File: src/rtl/xor_decrypt_module.sv
// Receive-side XOR stream decryptor: pairs ciphertext bytes with chaotic key words in order
// and emits plaintext, with a small ciphertext FIFO and a length-bounded frame FSM.
module xor_decrypt_module #(
    parameter int DATA_WIDTH = 12,
    parameter int OUT_WIDTH  = 8,
    parameter int FIFO_DEPTH = 4,
    parameter int LEN_WIDTH  = 16
) (
    input  logic                  clk,
    input  logic                  rst,
    input  logic                  start,
    input  logic [LEN_WIDTH-1:0]  frame_len,
    input  logic [OUT_WIDTH-1:0]  ciphertext,
    input  logic                  ciphertext_valid,
    output logic                  ciphertext_ready,
    input  logic [DATA_WIDTH-1:0] key_out,
    input  logic                  key_valid,
    output logic                  key_ready,
    output logic [OUT_WIDTH-1:0]  plaintext,
    output logic                  plaintext_valid,
    input  logic                  plaintext_ready,
    output logic                  busy,
    output logic                  done
);
    localparam int PTR_W = $clog2(FIFO_DEPTH);

    typedef enum logic [1:0] {S_IDLE, S_RUN, S_DONE} state_t;

    state_t               state_q, state_d;
    logic [LEN_WIDTH-1:0] len_q, len_d;
    logic [LEN_WIDTH-1:0] in_cnt_q, in_cnt_d;
    logic [LEN_WIDTH-1:0] key_cnt_q, key_cnt_d;
    logic [LEN_WIDTH-1:0] out_cnt_q, out_cnt_d;
    logic [OUT_WIDTH-1:0] fifo_q [FIFO_DEPTH];
    logic [PTR_W:0]       wr_ptr_q, wr_ptr_d;
    logic [PTR_W:0]       rd_ptr_q, rd_ptr_d;
    logic [OUT_WIDTH-1:0] slot_q, slot_d;
    logic                 slot_vld_q, slot_vld_d;
    logic [OUT_WIDTH-1:0] pt_q, pt_d;
    logic                 pt_vld_q, pt_vld_d;

    logic                 run;
    logic                 start_ok;
    logic                 fifo_empty;
    logic                 fifo_full;
    logic [OUT_WIDTH-1:0] fifo_head;
    logic                 ct_push;
    logic                 key_load;
    logic                 fire;
    logic                 out_hs;
    logic                 last_hs;
    logic [LEN_WIDTH-1:0] out_cnt_inc;
    logic                 unused_key_hi;

    assign run        = (state_q == S_RUN);
    assign start_ok   = (state_q == S_IDLE) && start;
    // Pointers carry one extra wrap bit so full and empty are distinguishable.
    assign fifo_empty = (wr_ptr_q == rd_ptr_q);
    assign fifo_full  = (wr_ptr_q[PTR_W] != rd_ptr_q[PTR_W]) &&
                        (wr_ptr_q[PTR_W-1:0] == rd_ptr_q[PTR_W-1:0]);
    assign fifo_head  = fifo_q[rd_ptr_q[PTR_W-1:0]];

    assign ciphertext_ready = run && !fifo_full && (in_cnt_q < len_q);
    assign fire             = run && !fifo_empty && slot_vld_q && (!pt_vld_q || plaintext_ready);
    assign key_ready        = run && (!slot_vld_q || fire) && (key_cnt_q < len_q);

    assign ct_push     = ciphertext_valid && ciphertext_ready;
    assign key_load    = key_valid && key_ready;
    assign out_hs      = pt_vld_q && plaintext_ready;
    assign out_cnt_inc = out_cnt_q + 1'b1;
    assign last_hs     = run && out_hs && (out_cnt_inc == len_q);

    assign plaintext       = pt_q;
    assign plaintext_valid = pt_vld_q;
    assign busy            = run;
    assign done            = (state_q == S_DONE);

    // Only the low byte of each key word participates in decryption.
    assign unused_key_hi = ^key_out[DATA_WIDTH-1:OUT_WIDTH];

    always_comb begin
        state_d = state_q;
        case (state_q)
            S_IDLE: begin
                if (start) begin
                    state_d = (frame_len != '0) ? S_RUN : S_DONE;
                end
            end
            S_RUN: begin
                if (last_hs) begin
                    state_d = S_DONE;
                end
            end
            S_DONE:  state_d = S_IDLE;
            default: state_d = S_IDLE;
        endcase
    end

    always_comb begin
        len_d      = len_q;
        in_cnt_d   = in_cnt_q;
        key_cnt_d  = key_cnt_q;
        out_cnt_d  = out_cnt_q;
        wr_ptr_d   = wr_ptr_q;
        rd_ptr_d   = rd_ptr_q;
        slot_d     = slot_q;
        slot_vld_d = slot_vld_q;
        pt_d       = pt_q;
        pt_vld_d   = pt_vld_q;

        if (start_ok) begin
            len_d     = frame_len;
            in_cnt_d  = '0;
            key_cnt_d = '0;
            out_cnt_d = '0;
        end

        if (ct_push) begin
            wr_ptr_d = wr_ptr_q + 1'b1;
            in_cnt_d = in_cnt_q + 1'b1;
        end

        if (fire) begin
            rd_ptr_d   = rd_ptr_q + 1'b1;
            slot_vld_d = 1'b0;
            pt_d       = fifo_head ^ slot_q;
            pt_vld_d   = 1'b1;
        end else if (out_hs) begin
            pt_vld_d = 1'b0;
        end

        // A refill in the same cycle as a consume wins, leaving the slot full.
        if (key_load) begin
            slot_d     = key_out[OUT_WIDTH-1:0];
            slot_vld_d = 1'b1;
            key_cnt_d  = key_cnt_q + 1'b1;
        end

        if (out_hs) begin
            out_cnt_d = out_cnt_inc;
        end
    end

    always_ff @(posedge clk) begin
        if (ct_push) begin
            fifo_q[wr_ptr_q[PTR_W-1:0]] <= ciphertext;
        end
        slot_q <= slot_d;
    end

    always_ff @(posedge clk) begin
        if (rst) begin
            state_q    <= S_IDLE;
            len_q      <= '0;
            in_cnt_q   <= '0;
            key_cnt_q  <= '0;
            out_cnt_q  <= '0;
            wr_ptr_q   <= '0;
            rd_ptr_q   <= '0;
            slot_vld_q <= 1'b0;
            pt_q       <= '0;
            pt_vld_q   <= 1'b0;
        end else begin
            state_q    <= state_d;
            len_q      <= len_d;
            in_cnt_q   <= in_cnt_d;
            key_cnt_q  <= key_cnt_d;
            out_cnt_q  <= out_cnt_d;
            wr_ptr_q   <= wr_ptr_d;
            rd_ptr_q   <= rd_ptr_d;
            slot_vld_q <= slot_vld_d;
            pt_q       <= pt_d;
            pt_vld_q   <= pt_vld_d;
        end
    end

endmodule

File: config.mk
export PLATFORM = sky130hd
export DESIGN_NAME = xor_decrypt_module
export DESIGN_NICKNAME = d
export VERILOG_FILES = /design/src/rtl/xor_decrypt_module.sv
export SDC_FILE = /design/constraint.sdc
export NUM_CORES = 1
export LEC_CHECK = 0
export BUFFER_PORTS_ARGS = -buffer_cell sky130_fd_sc_hd__buf_4
export CAP_MARGIN = 20
export CORE_ASPECT_RATIO = 1.75
export CORE_UTILIZATION = 45
export CTS_CLUSTER_DIAMETER = 80
export DETAILED_ROUTE_END_ITERATION = 8
export PLACE_DENSITY = 0.76
export SYNTH_ARGS = -nofsm -noshare
export SYNTH_HDL_FRONTEND = slang
export SYNTH_SLANG_ARGS = --single-unit
File: constraint.sdc
create_clock -name clk -period 2.5 [get_ports clk]
set_clock_uncertainty 0.05 [all_clocks]
set_input_delay 0.5 -clock clk [delete_from_list [all_inputs] [get_ports clk]]
set_output_delay 0.5 -clock clk [all_outputs]
set_load 0.02 [all_outputs]
-- Word level (Yosys, flattened, before mapping)
Memories as Yosys holds them, arrays and structs flattened. A register that Yosys moved wholly into a read port is not among the register bits.
Index checks and enable logic that the tools add are counted.
- bits in registers: 90
- bits in writable memories: 32
- output and inout bits: 13
- logic and storage cells: 72
- memories kept: 1
- add/sub/neg operators: 5
- order comparisons: 2
- eq/ne operators: 8
- multiplexer cells: 16
- bitwise gates (word level): 1
- reductions and logical operators: 28
- memories (name ; depth ; bits a word ; rd ports ; clocked after memory_dff ; wr ports ; line ; RTL):
    fifo_q ; 4 ; 8 ; 1 ; 1 ; 1 ; 34 ; logic [OUT_WIDTH-1:0] fifo_q [FIFO_DEPTH];
- operators by type and width (cell ; count):
    16-bit 2-to-1 mux ; 4
    16-bit by 1-bit adder with 16-bit output, second input constant ; 3
    16-bit < comparator ; 2
    16-bit == test ; 1
    16-bit nonzero test ; 1
    1-bit logical AND ; 14
    2-bit 2-to-1 mux ; 5
    2-bit nonzero test ; 5
    8-bit bitwise XOR ; 1
    3-bit by 1-bit adder with 3-bit output, second input constant ; 2
    1-bit 2-to-1 mux ; 6
    1-bit zero test ; 4
    2-bit case mux with 2 select lines ; 1
    3-bit == test ; 1
    2-bit by 1-bit == test with 1-bit output, second input constant ; 1
    2-bit == test ; 1
    2-bit == test, second input constant ; 1
    2-bit zero test ; 1
    1-bit logical OR ; 2
    2-bit by 1-bit inequality test with 1-bit output, second input constant ; 1
    2-bit inequality test, second input constant ; 1
    2-bit AND reduction ; 1
    1-bit inequality test ; 1

-- Logic depth before layout (Yosys ltp)
- depth in word-level cells: 10
- gate-level depth with buffers: 10
- gate-level depth less buffers: 9

-- Least setup slack after synthesis
OpenSTA, ideal clock, no wires.
- path type: reg2reg
- from: register len_q[13]
- to: register wr_ptr_q[2]
- library setup time: 121 ps
- arrival: 2306 ps
- required time: 2329 ps
- path slack: 23 ps
- stages on the path, launching flop included: 10
- clock period less this slack: 2477 ps
- path through: dfxtp_1 -> inv_1 -> ha_1 -> a21o_1 -> a21o_1 -> a221oi_2 -> o221ai_2 -> inv_4 -> and3_1 -> mux2_2
- longest elaborated chain between the ends: 3
- ends and longest elaborated chain (what ; line ; RTL):
    start, declared ; 30 ; logic [LEN_WIDTH-1:0] len_q, len_d;
    start signal, assigned ; 165 ; len_q <= len_d;
    16-bit < comparator ; 63 ; assign ciphertext_ready = run && !fifo_full && (in_cnt_q < len_q);
    1-bit logical AND ; 63 ;
    via ciphertext_ready ; 15 ; output logic ciphertext_ready,
    1-bit logical AND ; 67 ; assign ct_push = ciphertext_valid && ciphertext_ready;
    end signal, assigned ; 169 ; wr_ptr_q <= wr_ptr_d;
    end, declared ; 35 ; logic [PTR_W:0] wr_ptr_q, wr_ptr_d;
The timed path passes the listed nets, and every way through them passes these cells.
A chain may end at the register's enable or synchronous reset.

-- Worst setup path after layout
- from: register len_q[13]
- to: output port key_ready
- longest elaborated chain between the ends: 2
- ends and longest elaborated chain (what ; line ; RTL):
    16-bit < comparator ; 65 ; assign key_ready = run && (!slot_vld_q || fire) && (key_cnt_q < len_q);
    1-bit logical AND ; 65 ;
    end, declared ; 18 ; output logic key_ready,
Every way passes these cells.

==> reports/metrics.yaml <==
clock_tree:
  clkTransAtPathRegs_ns: 0.07
  cts_root_buffer: "clkbuf_16"
  cts_tree: "done"
  cts.sinks: 124
  cts_buffers: 17
  worst_skew_pair.late_latency_ns: 0.43
  max-clock-path-buffers: 2
  cts_max_level: 4
power:
  power.density_nw_per_um2: 614
  vdd_drop_max_v: 0.000557
  p_leak_nw: 3.35
synth:
  async_flop_share: 0
  yosysUniqueCellTypes: 70
  yosysWarningCount: 0
  syn_area_um2: 6580
  synth-seq-cells: 124
  synth.net_count: 767
  synth_top_area_share: 0.256
  yosys-top-cells-area: "dfxtp_1 26%, edfxtp_1 18%, ha_1 7.2%"
  synthTopCellsByCount: "84 x dfxtp_1, 78 x nand2_1, 57 x nor2_1, 48 x a21oi_1, 40 x edfxtp_1"
  synth_most_common_cell: "dfxtp_1"
  synth_top_flop_cell: "dfxtp_1"
  synth_edf_count: 40
  syn_avg_cell_area_um2: 9.58
  synth_cells: 687
  synth-seq-area-share: 0.438
  yosysTopAreaCell: "dfxtp_1"
drt:
  top_layer_used: "met4"
  drtIter0Drc: 398
  drc: 0
  via_per_inst: 6.01
  drt_pre_antenna_iters: 7
  wl_met3_um: 1030
  dr_wl_met2_um: 10800
  drt-met1-wl_um: 6760
  drtAntennaViolNets: 0
  post_drt_wl_per_cell_um: 20.0
  totalWireLength_um: 19800
  dr_total_vias: 5968
cells_and_area:
  area_growth_pct: 31.8
  seqCellArea_um2: 2900
  utilization: 0.606
  layout-drive-gt1-share: 0.320
  nFillCells: 1082
  diodes: 0
  nets: 880
  multi_input_area_um2: 3790
worst_hold_path:
  hp-class: "primary input to register"
  holdPathStages: 1
  hp-start: "key_out[7]"
  holdPathEnd: "slot_q[7]"
global_route:
  grt_usage: 0.252
  grt_pass1_wl_um: 28700
  first_global_vias: 5816
  antenna_found_initial: 0
  gr-total-overflow: 0
  grt_max_degree: 38
run_status:
  violations: "setup timing"
  status: "finished, violations left"
setup_path:
  cp-end-kind: "output pin"
  worstPathRequired_ns: 1.95
  crit_fanout: 2
  rrSetupSlack_ns: -0.10
  r2r-end: "in_cnt_q[14]"
  cp_data_arrival_time_ns: 2.20
  reg2reg_from: "len_q[13]"
  critPathKind: "register to output pin"
  start_kind: "register"
  rr_worst_depth: 13
floorplanning:
  start_util: 0.460
  core_region_area_um2: 14300
  dieArea_um2: 15100
  die_w_um: 93.4
  die_h_um: 162
  io_pins: 55
  row_count: 58
timing:
  rsz0062_at_grt: "true"
  setup_ws_ns: -0.250
  fmax_mhz: 364
  slew-limit-headroom: 0.590
  whs_ns: 0.199
  setup_violations: 30
  slew_violations: 0
  hold_viol: 0
  period_share: 1.10
  tightest_slew_ns: 0.609
  post-route-min-period_ns: 2.75
placed_design:
  place_congestion: 0.912
  portBuffers: 50
  hpwlAfterDp_um: 12700
flow_run:
  maxCapViolations: 0
==> where the power goes <==
group	internal, mW	switching, mW	total (mW)
Sequential	2.13	0.0316	2.16
Clock	1.39	1.08	2.47
Combinational	0.307	0.388	0.695
==> flip-flops by register name, summed over array words and instances (netlist names), named ones only <==
register / count
slot_vld_q: 1
state_q: 2
plaintext_valid: 1
slot_q: 8
len_q: 16
out_cnt_q: 16
plaintext: 8
fifo_q: 32
in_cnt_q: 16
rd_ptr_q: 3
key_cnt_q: 16
wr_ptr_q: 3
==> kinds of logic (layout without fill, tap and decap cells) <==
family	after synthesis	count (layout)	synth area share
adders and majority gates	38	38	0.0723
muxes	15	15	0.0386
buffers and inverters	62	188	0.0413
DFF	124	124	0.438
xor gates and xnor gates	42	42	0.0559
and+or+nand+nor	260	260	0.196
AOI/OAI and AO/OA	146	146	0.158
==> final cells by class <==
type	count	share of cell area
multi-input combinational	501	0.438
sequential	124	0.334
clock inverter	14	0.0160
clock buffer	18	0.0520
tap	180	0.0260
timing repair buffer	128	0.122
inverter	28	0.0124
==> worst max-delay path by stage <==
stage                       end  slack (ns)       from
6_report              key_ready       -0.25  len_q[13]
5_1_grt               key_ready       -0.30  len_q[13]
4_1_cts        ciphertext_ready       -0.11  len_q[13]
3_5_place_dp        in_cnt_q[0]       -0.16   len_q[2]
3_3_place_gp        in_cnt_q[0]       -0.16  len_q[13]
2_1_floorplan       wr_ptr_q[2]        0.02  len_q[13]
==> critical path, stage by stage (launching register included) <==
cell and delay, ns:
dfxtp_2 0.34, inv_2 0.04, buf_6 0.11, ha_4 0.26, nand4_1 0.27, buf_4 0.25, buf_4 0.13, o22ai_2 0.15
nor2_2 0.08, buf_6 0.13
==> routing by layer <==
metal | vias to the layer above | track usage
li1 | 2743 | -
met1 | 2826 | 0.237
met2 | 299 | 0.477
met3 | 100 | 0.0478
met4 | 0 | 0.174
met5 | - | 0
==> per-stage QoR <==
step | total power [mW] | setup TNS, ns | setup WS, ns | cell area (um2) | std cells
global placement | 2.71 | -1.54 | -0.159 | 7540 | 948
floorplan | 2.48 | 0 | 0.0231 | 6580 | 687
finish | 5.32 | -1.55 | -0.250 | 8670 | 993
detailed placement | 2.72 | -1.62 | -0.156 | 7540 | 948
global route | 5.46 | -5.03 | -0.304 | 8670 | 993
CTS | 5.22 | -0.204 | -0.108 | 8320 | 987
==> what timing repair did <==
| action | in CTS | in global routing |
|---|---|---|
| hold buffers | 0 | 0 |
| resized for setup | 39 | 57 |
| buffers inserted | 7 | 6 |
| endpoints found under the setup margin | 17 | 60 |
| pin swaps | 15 | 19 |
==> layout by cell type, fill, tap and decap left out, drive strengths merged, types with 19 or more instances in the layout <==
cell type and count:
buf 128, dfxtp 84, nand2 78, nor2 57, a21oi 48, edfxtp 40, inv 39, ha 38
xnor2 27, o21ai 22, nand3 20, nor4 19
Power figures use the tool's default switching activity.
